--- config.mk ---
export PLATFORM = sky130hd
export DESIGN_NAME = axi_lite_front
export DESIGN_NICKNAME = d
export VERILOG_FILES = /design/src/rtl/axi_front_pkg.sv /design/src/rtl/axi_lite_hold_reg.sv /design/src/rtl/axi_lite_front.sv
export SDC_FILE = /design/constraint.sdc
export NUM_CORES = 1
export LEC_CHECK = 0
export CAP_MARGIN = 20
export CORE_MARGIN = 2
export CORE_UTILIZATION = 48
export CTS_CLUSTER_DIAMETER = 120
export DETAILED_ROUTE_END_ITERATION = 8
export PLACE_DENSITY = 0.8
export SLEW_MARGIN = 40
export SYNTH_ARGS = -nofsm -noshare
export SYNTH_HDL_FRONTEND = slang
export SYNTH_SLANG_ARGS = --single-unit
--- constraint.sdc ---
create_clock -name clk -period 9.4 [get_ports clk]
set_clock_uncertainty 0.15 [all_clocks]
set_input_delay 0.94 -clock clk [delete_from_list [all_inputs] [get_ports clk]]
set_output_delay 0.94 -clock clk [all_outputs]
set_load 0.005 [all_outputs]
--- src/rtl/axi_front_pkg.sv ---
// Shared types and response codes for the AXI4-Lite front end.
package axi_front_pkg;

    typedef enum logic [2:0] {
        IDLE,
        WR_ISSUE,
        WR_RESP,
        RD_WAIT,
        RD_RESP
    } state_t;

    typedef enum logic {
        GNT_WR,
        GNT_RD
    } grant_t;

    localparam logic [1:0] RESP_OKAY   = 2'b00;
    localparam logic [1:0] RESP_SLVERR = 2'b10;

endpackage

--- src/rtl/axi_lite_hold_reg.sv ---
// One-entry holding register for an AXI request channel (AW, W or AR).
// ready is registered: low in reset, high whenever the entry is empty.
module axi_lite_hold_reg #(
    parameter int W = 32
) (
    input  logic         clk,
    input  logic         reset,
    input  logic         valid,
    input  logic [W-1:0] data,
    input  logic         clear,
    output logic         ready,
    output logic         full,
    output logic [W-1:0] q
);

    // Handshake: a beat transfers on a rising edge where valid && ready are both high;
    // the source holds valid and data stable until that edge, and ready never waits on valid.
    always_ff @(posedge clk or posedge reset) begin
        if (reset) begin
            ready <= 1'b0;
            full  <= 1'b0;
            q     <= '0;
        end else if (valid && ready) begin
            ready <= 1'b0;
            full  <= 1'b1;
            q     <= data;
        end else if (clear) begin
            ready <= 1'b1;
            full  <= 1'b0;
        end else begin
            ready <= !full;
        end
    end

endmodule

--- src/rtl/axi_lite_front.sv ---
// AXI4-Lite slave front end: buffers AW/W/AR, arbitrates one transaction at a time and
// drives the flat harness register buses, which idle at NOP_ADDR.
module axi_lite_front
    import axi_front_pkg::*;
#(
    parameter int                ADDR_W   = 32,
    parameter int                DATA_W   = 32,
    parameter int                RD_LAT   = 1,
    parameter logic [ADDR_W-1:0] NOP_ADDR = 32'hFFFF_FFFC
) (
    input  logic                clk,
    input  logic                reset,
    input  logic [ADDR_W-1:0]   s_awaddr,
    input  logic                s_awvalid,
    output logic                s_awready,
    input  logic [DATA_W-1:0]   s_wdata,
    input  logic [DATA_W/8-1:0] s_wstrb,
    input  logic                s_wvalid,
    output logic                s_wready,
    output logic [1:0]          s_bresp,
    output logic                s_bvalid,
    input  logic                s_bready,
    input  logic [ADDR_W-1:0]   s_araddr,
    input  logic                s_arvalid,
    output logic                s_arready,
    output logic [DATA_W-1:0]   s_rdata,
    output logic [1:0]          s_rresp,
    output logic                s_rvalid,
    input  logic                s_rready,
    output logic [ADDR_W-1:0]   axi_wr_addr,
    output logic [DATA_W-1:0]   axi_wr_msg,
    output logic [ADDR_W-1:0]   axi_rd_addr,
    input  logic [DATA_W-1:0]   axi_rd_msg,
    output state_t              state_dbg
);

    localparam int         STRB_W   = DATA_W / 8;
    localparam logic [3:0] LAT_LAST = 4'(RD_LAT - 1);

    state_t                   state, state_nxt;
    grant_t                   last_grant;
    logic [3:0]               lat_cnt;
    logic                     aw_full, w_full, ar_full;
    logic [ADDR_W-1:0]        aw_q, ar_q;
    logic [DATA_W+STRB_W-1:0] w_q;
    logic [DATA_W-1:0]        w_data;
    logic [STRB_W-1:0]        w_strb;
    logic                     grant_wr, grant_rd, wr_legal, rd_legal, rd_done;
    logic                     wr_clr, ar_clr;

    axi_lite_hold_reg #(.W(ADDR_W)) u_aw (
        .clk(clk), .reset(reset), .valid(s_awvalid), .data(s_awaddr), .clear(wr_clr),
        .ready(s_awready), .full(aw_full), .q(aw_q)
    );

    axi_lite_hold_reg #(.W(DATA_W + STRB_W)) u_w (
        .clk(clk), .reset(reset), .valid(s_wvalid), .data({s_wstrb, s_wdata}), .clear(wr_clr),
        .ready(s_wready), .full(w_full), .q(w_q)
    );

    axi_lite_hold_reg #(.W(ADDR_W)) u_ar (
        .clk(clk), .reset(reset), .valid(s_arvalid), .data(s_araddr), .clear(ar_clr),
        .ready(s_arready), .full(ar_full), .q(ar_q)
    );

    assign {w_strb, w_data} = w_q;
    assign state_dbg        = state;

    // On a tie the class that did not win last time gets the grant.
    always_comb begin
        grant_wr = (state == IDLE) && aw_full && w_full && (!ar_full || last_grant == GNT_RD);
        grant_rd = (state == IDLE) && ar_full && !grant_wr;
        wr_legal = (w_strb == '1) && (aw_q != NOP_ADDR);
        rd_legal = (ar_q != NOP_ADDR);
        rd_done  = (state == RD_WAIT) && (lat_cnt == LAT_LAST);
        wr_clr   = (state == WR_ISSUE);
        ar_clr   = rd_done || (grant_rd && !rd_legal);
    end

    always_comb begin
        state_nxt = state;
        case (state)
            IDLE: begin
                if (grant_wr)      state_nxt = WR_ISSUE;
                else if (grant_rd) state_nxt = rd_legal ? RD_WAIT : RD_RESP;
            end
            WR_ISSUE: state_nxt = WR_RESP;
            WR_RESP:  if (s_bready) state_nxt = IDLE;
            RD_WAIT:  if (rd_done) state_nxt = RD_RESP;
            RD_RESP:  if (s_rready) state_nxt = IDLE;
            default:  state_nxt = IDLE;
        endcase
    end

    always_ff @(posedge clk or posedge reset) begin
        if (reset) state <= IDLE;
        else       state <= state_nxt;
    end

    always_ff @(posedge clk or posedge reset) begin
        if (reset) begin
            last_grant  <= GNT_RD;
            lat_cnt     <= '0;
            axi_wr_addr <= NOP_ADDR;
            axi_wr_msg  <= '0;
            axi_rd_addr <= NOP_ADDR;
            s_bvalid    <= 1'b0;
            s_bresp     <= RESP_OKAY;
            s_rvalid    <= 1'b0;
            s_rresp     <= RESP_OKAY;
            s_rdata     <= '0;
        end else begin
            case (state)
                IDLE: begin
                    if (grant_wr) begin
                        last_grant <= GNT_WR;
                        if (wr_legal) begin
                            axi_wr_addr <= aw_q;
                            axi_wr_msg  <= w_data;
                        end
                    end else if (grant_rd) begin
                        last_grant <= GNT_RD;
                        lat_cnt    <= '0;
                        if (rd_legal) begin
                            axi_rd_addr <= ar_q;
                        end else begin
                            s_rvalid <= 1'b1;
                            s_rdata  <= '0;
                            s_rresp  <= RESP_SLVERR;
                        end
                    end
                end
                WR_ISSUE: begin
                    axi_wr_addr <= NOP_ADDR;
                    s_bvalid    <= 1'b1;
                    s_bresp     <= wr_legal ? RESP_OKAY : RESP_SLVERR;
                end
                WR_RESP: if (s_bready) s_bvalid <= 1'b0;
                RD_WAIT: begin
                    lat_cnt <= lat_cnt + 4'd1;
                    if (rd_done) begin
                        s_rdata     <= axi_rd_msg;
                        s_rresp     <= RESP_OKAY;
                        s_rvalid    <= 1'b1;
                        axi_rd_addr <= NOP_ADDR;
                    end
                end
                RD_RESP: if (s_rready) s_rvalid <= 1'b0;
                default: ;
            endcase
        end
    end

endmodule

# After elaboration in Yosys (flattened, before gate mapping)
# Index checks and enable logic that the tools add are counted.
# totals
reg_bits	248
inputBits	139
out_inout_bits	140
elab_cells	125
# classes
addsub	1
eq_ne	17
muxes	50
n_reduce_logical	37
# op_table
op	count
$mux W32	10
$pmux W32 S2	3
$ne A32 B32 Y1 const B	2
$mux W1	19
$mux W3	6
$ne A2 B2 Y1 const B	9
$pmux W3 S5	1
$reduce_bool A2 Y1	7
$logic_and A1 B1 Y1	11
$mux W2	5
$reduce_and A5 Y1	2
$reduce_and A3 Y1	3
$mux W4	2
$pmux W4 S2	1
$eq A3 B2 Y1 const B	2
$reduce_and A6 Y1	1
$logic_not A1 Y1	5
$add A4 B1 Y4 const B	1
$eq A4 B4 Y1 const B	1
$logic_not A4 Y1	1
$pmux W2 S2	1
$reduce_and A2 Y1	2
$reduce_and A4 Y1	1
$eq A3 B1 Y1 const B	1
other kinds (7)	8

# Logic depth before layout (Yosys ltp)
# Gate-level depths: netlist of the first run.
# depth
depth_word	10
depth_mapped	8
depth_no_buf	6

# Cells and area by module
# A second synthesis of the first run with hierarchy kept.
# hier_totals
hier_cells	780
hier_area_um2	10430.0
# modules_own_cells
module	instances	cells_per_inst	area_each_um2	seq_area_each_um2
axi_lite_front	1	549	6190.9	3579.7
axi_lite_hold_reg (u_ar ...)	2	74	1376.3	850.8
axi_lite_hold_reg (u_w)	1	83	1486.4	950.9

# Worst setup path before layout of the first run
# No wires, ideal clock.
# synth_timing
kind	reg-to-reg
startpoint	reg state[0], in the netlist state_dbg[0]
endpoint	reg axi_rd_addr[0]
setup_ns	0.121
t_arrival_ns	1.989
required_ns	9.129
slack_ns	7.139
path_stages_with_launch	8
path_buffers	2
period_less_slack_ns	2.261
path_cell_list	dfrtp_1 buf_6 or3_4 a311oi_4 nor2_2 a311oi_4 buf_6 o21ai_1
# synth_between
elab_chain_cells	8
word_cells_on_any_way	16
cone_classes	5 x eq/ne; 1 x mux; 10 x reduce/logical
# synth_lines
element	line	text
from (decl)	axi_lite_front.sv:40	state_t state, state_nxt;
from (signal assigned)	axi_lite_front.sv:97	else state <= state_nxt;
$logic_not A3 Y1	axi_lite_front.sv:71, axi_lite_front.sv:72, axi_lite_front.sv:113	
$logic_and A1 B1 Y1 (3 in series)	axi_lite_front.sv:71	grant_wr = (state == IDLE) && aw_full && w_full && (!ar_full || last_grant == GNT_RD);
$logic_not A1 Y1	axi_lite_front.sv:72	grant_rd = (state == IDLE) && ar_full && !grant_wr;
$logic_and A1 B1 Y1	axi_lite_front.sv:72	
$ne A2 B2 Y1 (no line)	-	
$reduce_and A5 Y1 (no line)	-	
to (signal assigned)	axi_lite_front.sv:125	axi_rd_addr <= ar_q;
to (decl)	axi_lite_front.sv:32	output logic [ADDR_W-1:0] axi_rd_addr,
# Several ways; a longest one is shown, not always the timed one.
# A chain may end at the register's enable or synchronous reset.

# Final worst setup path of the first run
# layout_timing
startpoint	reg state[2], in the netlist state_dbg[2]
endpoint	out state_dbg[2]
# layout_rtl
element	line	text
to (decl)	axi_lite_front.sv:34	output state_t state_dbg
# No word-level cell between the ends.

==> flow_metrics.py, run 1 <==
metrics = {
    "clock_network": {
        "cts.clk_slew.worst_paths_ps": 60,
        "cts_max_level": 1,
        "cts_made_buffers": 26,
        "clock-sinks": 246,
        "cts.path.max_buffers": 3,
        "insertion_delay_ps": 520,
        "post_cts_buffers": 0,
        "cts_tree": "yes",
        "post_cts_resized": 0,
        "ctsRootBufferMaster": "clkbuf_16",
        "hold_buffers": 0,
    },
    "sta": {
        "drv_slew": 0,
        "fin_worst_hold_slack_ps": 325,
        "setup_viol": 0,
        "finalCritPeriodShare_pct": 30.7,
        "rsz0062_at_grt": "false",
        "hold_viol_final": 0,
        "setup_tns_ps": 0,
        "fmax_mhz": 346,
        "finalCriticalPeriod_ps": 2890,
        "worst_pin_slew_ps": 772,
        "slew_headroom_pct": 48.5,
    },
    "final_layout": {
        "n_fill_cell": 1488,
        "layout-drive-gt1-share_pct": 23.5,
        "fin_nets": 1190,
        "areaGrowthSynthToFinish_pct": 39.6,
        "post-route-util_pct": 68.2,
        "insertedDiodeCount": 0,
    },
    "setup_path": {
        "crit_path_top_delay_cell": "dfrtp_1",
        "r2r-end": "u_ar.full",
        "crit_chain": "clkdlybuf4s50_1",
        "crit_type": "reg2out",
        "startpoint": "state_dbg[2]",
        "r2r_slack_ps": 6600,
        "end_kind": "primary output",
        "critical_path.top_delay_family": "flip-flops",
        "worstPathMaxFanout": 14,
        "required_ps": 8310,
        "cp_data_arrival_time_ps": 1800,
        "max_stage_delay_ps": 650,
        "crit_path_start_kind": "register",
        "reg2reg_depth": 6,
        "path_buf_inv": 1,
        "r2r_start": "state_dbg[0]",
    },
    "die": {
        "dieArea_um2": 21700,
        "dieHeight_um": 147,
        "die_w_um": 147,
        "core_area_um2": 20200,
        "ioPinCount": 279,
        "start_util_pct": 48.8,
        "rows": 52,
    },
    "synthesis": {
        "synth_cell_types": 40,
        "syn_inst": 785,
        "synth_async_sr_flop_share_pct": 100,
        "yosysTopAreaCell": "dfrtp_1",
        "synth.most_common_cell": "dfrtp_1",
        "ys_seq_area_share_pct": 63.3,
        "syn-cell-area_um2": 9850,
        "ys_top_cells_by_count": "dfrtp_1, mux2_2, nor2_1, dfstp_2, nand2_1",
        "ys_ff_latch": 246,
        "yosysTopAreaCellShare_pct": 47.0,
        "synth.area.top_cells": "dfrtp_1, dfstp_2, mux2_2",
        "synth_edf_count": 0,
        "ys_warn_count": 0,
        "synthFlopType": "dfrtp_1",
        "syn_avg_cell_area_um2": 12.5,
    },
    "global_route": {
        "grt_pass1_wl_um": 38200,
        "antenna_found_initial": 0,
        "grt_overflow": 0,
        "grt_max_degree": 97,
        "grt.total_usage_pct": 22.0,
        "first_global_vias": 7204,
    },
    "drt": {
        "routedWlPerCell_um": 17.9,
        "vias": 7013,
        "vias_per_cell": 5.24,
        "dr.pass1.iters": 4,
        "drc": 0,
        "drtIter0Drc": 362,
        "routed_wl_um": 24000,
        "ant_nets": 0,
    },
    "hold_path": {
        "hold-path-endpoint": "s_rresp[1]",
        "hold_path.startpoint": "s_rresp[1]",
        "hold_depth": 1,
        "hp-class": "reg2reg",
    },
    "power_and_ir_drop": {
        "p_total_mw": 4.46,
        "ir_drop_mv": 0.216,
        "p_per_area_nw_per_um2": 325,
        "power_leakage_nw": 5.78,
    },
    "status": {
        "status": "finished, final reports clean",
    },
    "run": {
        "cap_viol_max_count": 0,
    },
    "placed_design": {
        "dpl.hpwl_um": 16200,
        "routabilityCongestion": 0.778,
        "portBuffers": 276,
    },
}
[worst register-to-register path, delay by kind of cell (launching register included)]
family | cells | cell delay [ps]
and+or+nand+nor | 2 | 790
AOI/OAI and AO/OA | 1 | 410
buffers and inverters | 3 | 810
DFF | 1 | 530
[where the power goes]
| part | leakage, nW | internal, mW | total, mW | switching, mW |
|---|---|---|---|---|
| logic | 2.43 | 0.889 | 1.51 | 0.623 |
| clock network | 0.438 | 0.647 | 1.06 | 0.409 |
| registers | 2.91 | 1.59 | 1.90 | 0.307 |
| total | 5.78 | 3.12 | 4.46 | 1.34 |
[flip-flops by register name, indices dropped and copies added, names as in the netlist, 3 cells and up]
signal	flops
u_aw.q	32
lat_cnt	4
axi_rd_addr	32
axi_wr_addr	32
u_w.q	36
state_dbg	3
s_rdata	32
axi_wr_msg	32
u_ar.q	32
[through the flow]
stage          area (um^2)  setup slack (ps)  instances
6_report             13700              6510       1339
5_1_grt              13700              6390       1339
4_1_cts              13700              6480       1339
3_5_place_dp         12800              6540       1291
3_3_place_gp         12800              6270       1291
2_1_floorplan         9850              1650        786
[placed cells by master, fill, tap and decap left out, drive strengths merged, types with 3 or more instances in the layout]
cell type      Yosys  layout
nor3b              3       3
clkinv             0       5
o21a              30      30
a21oi             37      37
nor4               4       4
clkbuf            29      39
mux2             132     132
a311oi             3       3
clkdlybuf4s50      0     276
dfrtp            185     185
buf               22       9
nor2              70      70
dfstp             61      61
or3               31      31
nand4             17      17
inv               14      14
nand3             37      37
o21ai             41      41
bufinv             0       3
nand2             48      48
[cells by family (layout without fill, tap and decap cells)]
| logic type | count (synthesis) | in the layout | share of synthesized area (%) |
|---|---|---|---|
| AO/OA/AOI/OAI | 120 | 120 | 7.60 |
| XOR/XNOR | 2 | 2 | 0.178 |
| adder cells (fa/ha/maj) | 2 | 2 | 0.254 |
| buffers and inverters | 65 | 348 | 2.95 |
| flip-flops | 246 | 246 | 63.3 |
| multiplexers | 132 | 132 | 15.1 |
| other | 1 | 2 | 0.0381 |
| AND/OR/NAND/NOR | 217 | 217 | 10.6 |
[final cells by class]
class / instances / area (um^2) / share of cell area (%)
Clock buffer: 38 / 767 / 5.58
Tap cell: 270 / 338 / 2.46
Multi-Input combinational cell: 475 / 3370 / 24.5
Sequential cell: 246 / 6230 / 45.3
Inverter: 14 / 60.1 / 0.437
Timing Repair Buffer: 286 / 2850 / 20.7
Clock inverter: 10 / 130 / 0.946
[per-layer routing]
metal	up-vias	routed length [um]	track usage, %
li1	3262	-	-
met1	3476	9700	28.1
met2	226	11900	36.5
met3	49	1540	5.65
met4	0	888	7.60
met5	-	0	0
[worst max-delay path by stage]
stage	end	slack, ps	cells past startpoint
floorplan	axi_rd_addr[0]	1650	1
global placement	axi_wr_msg[29]	6270	3
detailed placement	u_ar.q[11]	6540	4
CTS	state_dbg[2]	6480	1
global route	u_ar.full	6390	6
finish	state_dbg[2]	6510	1
Power figures use the tool's default switching activity.
==> run 2, diff against run 1 <==
clock period = 2.75 ns   (was 9.4 ns; I/O delays follow)
==> run 2 against run 1 <==
Net effect: via count grew 0.78%; sequential power grew to 3.4 times the previous value; sequential share of layout area shrank 0.70 points; wire length grew 1.4%; combinational power rose to 3.5 times the previous value; largest cell class unchanged; sequential cell count stayed put; clock power rose to 3.4 times the previous value; global-route usage increased by 0.39 points; clock-buffer cell count up 4; first-iteration DRC count shrank 16%.
==> flow_metrics.py, run 2 (synthesis results as in run 1) <==
metrics = {
    "clock_network": {
        "cts.clk_slew.worst_paths_ps": 60,
        "post_cts_buffers": 0,
        "cts_max_level": 1,
        "insertion_delay_ps": 520,
        "cts_made_buffers": 26,
        "ctsRootBufferMaster": "clkbuf_16",
        "cts.path.max_buffers": 3,
        "cts_tree": "yes",
        "clock-sinks": 246,
    },
    "drt": {
        "ant_nets": 0,
        "routedWlPerCell_um": 17.9,
        "vias": 7068,
        "routed_wl_um": 24300,
        "drtIter0Drc": 305,
        "vias_per_cell": 5.20,
        "drc": 0,
        "dr.pass1.iters": 4,
    },
    "global_route": {
        "grt_max_degree": 74,
        "grt_overflow": 0,
        "first_global_vias": 7347,
        "grt_pass1_wl_um": 39000,
        "antenna_found_initial": 0,
        "grt.total_usage_pct": 22.4,
    },
    "sta": {
        "worst_pin_slew_ps": 517,
        "finalCritPeriodShare_pct": 86.0,
        "post-route-worst-setup-slack_ps": 385,
        "setup_viol": 0,
        "drv_slew": 0,
        "fin_worst_hold_slack_ps": 175,
        "rsz0062_at_grt": "false",
        "finalCriticalPeriod_ps": 2360,
        "hold_viol_final": 0,
        "setup_tns_ps": 0,
        "fmax_mhz": 423,
        "slew_headroom_pct": 65.5,
    },
    "die": {
        "dieArea_um2": 21700,
        "ioPinCount": 279,
        "die_w_um": 147,
        "start_util_pct": 48.8,
        "core_area_um2": 20200,
        "rows": 52,
        "dieHeight_um": 147,
    },
    "setup_path": {
        "crit_type": "reg2reg",
        "required_ps": 3040,
        "crit_path_start_kind": "register",
        "end_kind": "register",
        "worstPathMaxFanout": 73,
        "cp_data_arrival_time_ps": 2660,
    },
    "final_layout": {
        "regMostFlops": "u_w.q",
        "final_cell_mix": "clkdlybuf4s50_1, dfrtp_1, mux2_2, nor2_1, dfstp_2",
        "instances_no_fill": 1360,
        "fin_area_um2": 14000,
        "largest_register_ffs": 36,
        "insertedDiodeCount": 0,
        "areaGrowthSynthToFinish_pct": 41.8,
        "post-route-util_pct": 69.2,
        "n_fill_cell": 1467,
        "final_common_cell": "clkdlybuf4s50_1",
        "fin_nets": 1211,
        "layout-drive-gt1-share_pct": 24.3,
    },
    "placed_design": {
        "dpl.hpwl_um": 16800,
        "dp.cells": 1311,
        "place_ws_ps": 379,
        "portBuffers": 276,
        "placedInstanceArea_um2": 13100,
        "routabilityCongestion": 0.800,
    },
    "power_and_ir_drop": {
        "power_leakage_nw": 5.91,
        "ir_drop_mv": 0.712,
        "p_per_area_nw_per_um2": 1100,
        "p_total_mw": 15.3,
    },
    "run": {
        "cap_viol_max_count": 0,
    },
    "status": {
        "status": "finished, final reports clean",
    },
    "hold_path": {
        "hp-class": "in2reg",
    },
}
[run 2: cell types whose count changed in the layout (fill, tap and decap cells not counted), sizes merged]
cell	previous run	this run
bufinv	3	2
clkinvlp	2	1
buf	9	30
dlygate4sd3	0	1
clkbuf	39	42
clkinv	5	4
inv	14	13
[run 2: critical path: stages (launching register included)]
cell	delay, ps
dfrtp_1	380
nand4_1	120
nor4_1	480
a2111o_2	260
buf_12	290
buf_4	320
nor2_1	80
a21oi_1	140
[run 2: timing repair]
action / 4_1_cts / 5_1_grt
gates resized for setup: 0 / 0
hold buffers: 1 / 0
endpoints found under the hold margin: 4 / 0
[run 2: layout make-up]
class	instances	area, um^2	area share (%)
clock inverters	6	80.1	0.573
inverters	14	56.3	0.403
repair buffers	307	3100	22.2
well taps	270	338	2.42
clock buffers	42	812	5.81
multi-input cells	475	3350	24.0
flip-flops and latches	246	6230	44.6
[run 2: where the power goes]
part	switching [mW]	internal (mW)	leakage, nW
combinational	2.22	3.11	2.55
clock	1.39	2.20	0.442
sequential	0.995	5.43	2.91
total	4.60	10.7	5.91
[run 2: path summary, 6_finish.rpt]
kind | to | cells after the start | from | slack [ps]
worst max-delay path | axi_wr_addr[9] | 7 | u_aw.q[18] | 390
min in group asynchronous | u_aw.q[11] | 3 | reset | 550
max in group asynchronous | axi_wr_addr[27] | 5 | reset | 990
worst min-delay path | s_rdata[19] | 3 | axi_rd_msg[19] | 170
worst min register to register | s_rresp[1] | 1 | s_rresp[1] | 330
worst max register to register | axi_wr_addr[9] | 7 | u_aw.q[18] | 390
[run 2: layer usage]
metal	part of all wire [%]	wire [um]	vias to the layer above	GRT usage [%]
met4	3.5	859	0	7.88
met2	49	11900	224	37.1
met1	42	10100	3487	29.3
met3	5.8	1420	53	4.75
met5	0	0	-	0
li1	-	-	3304	-
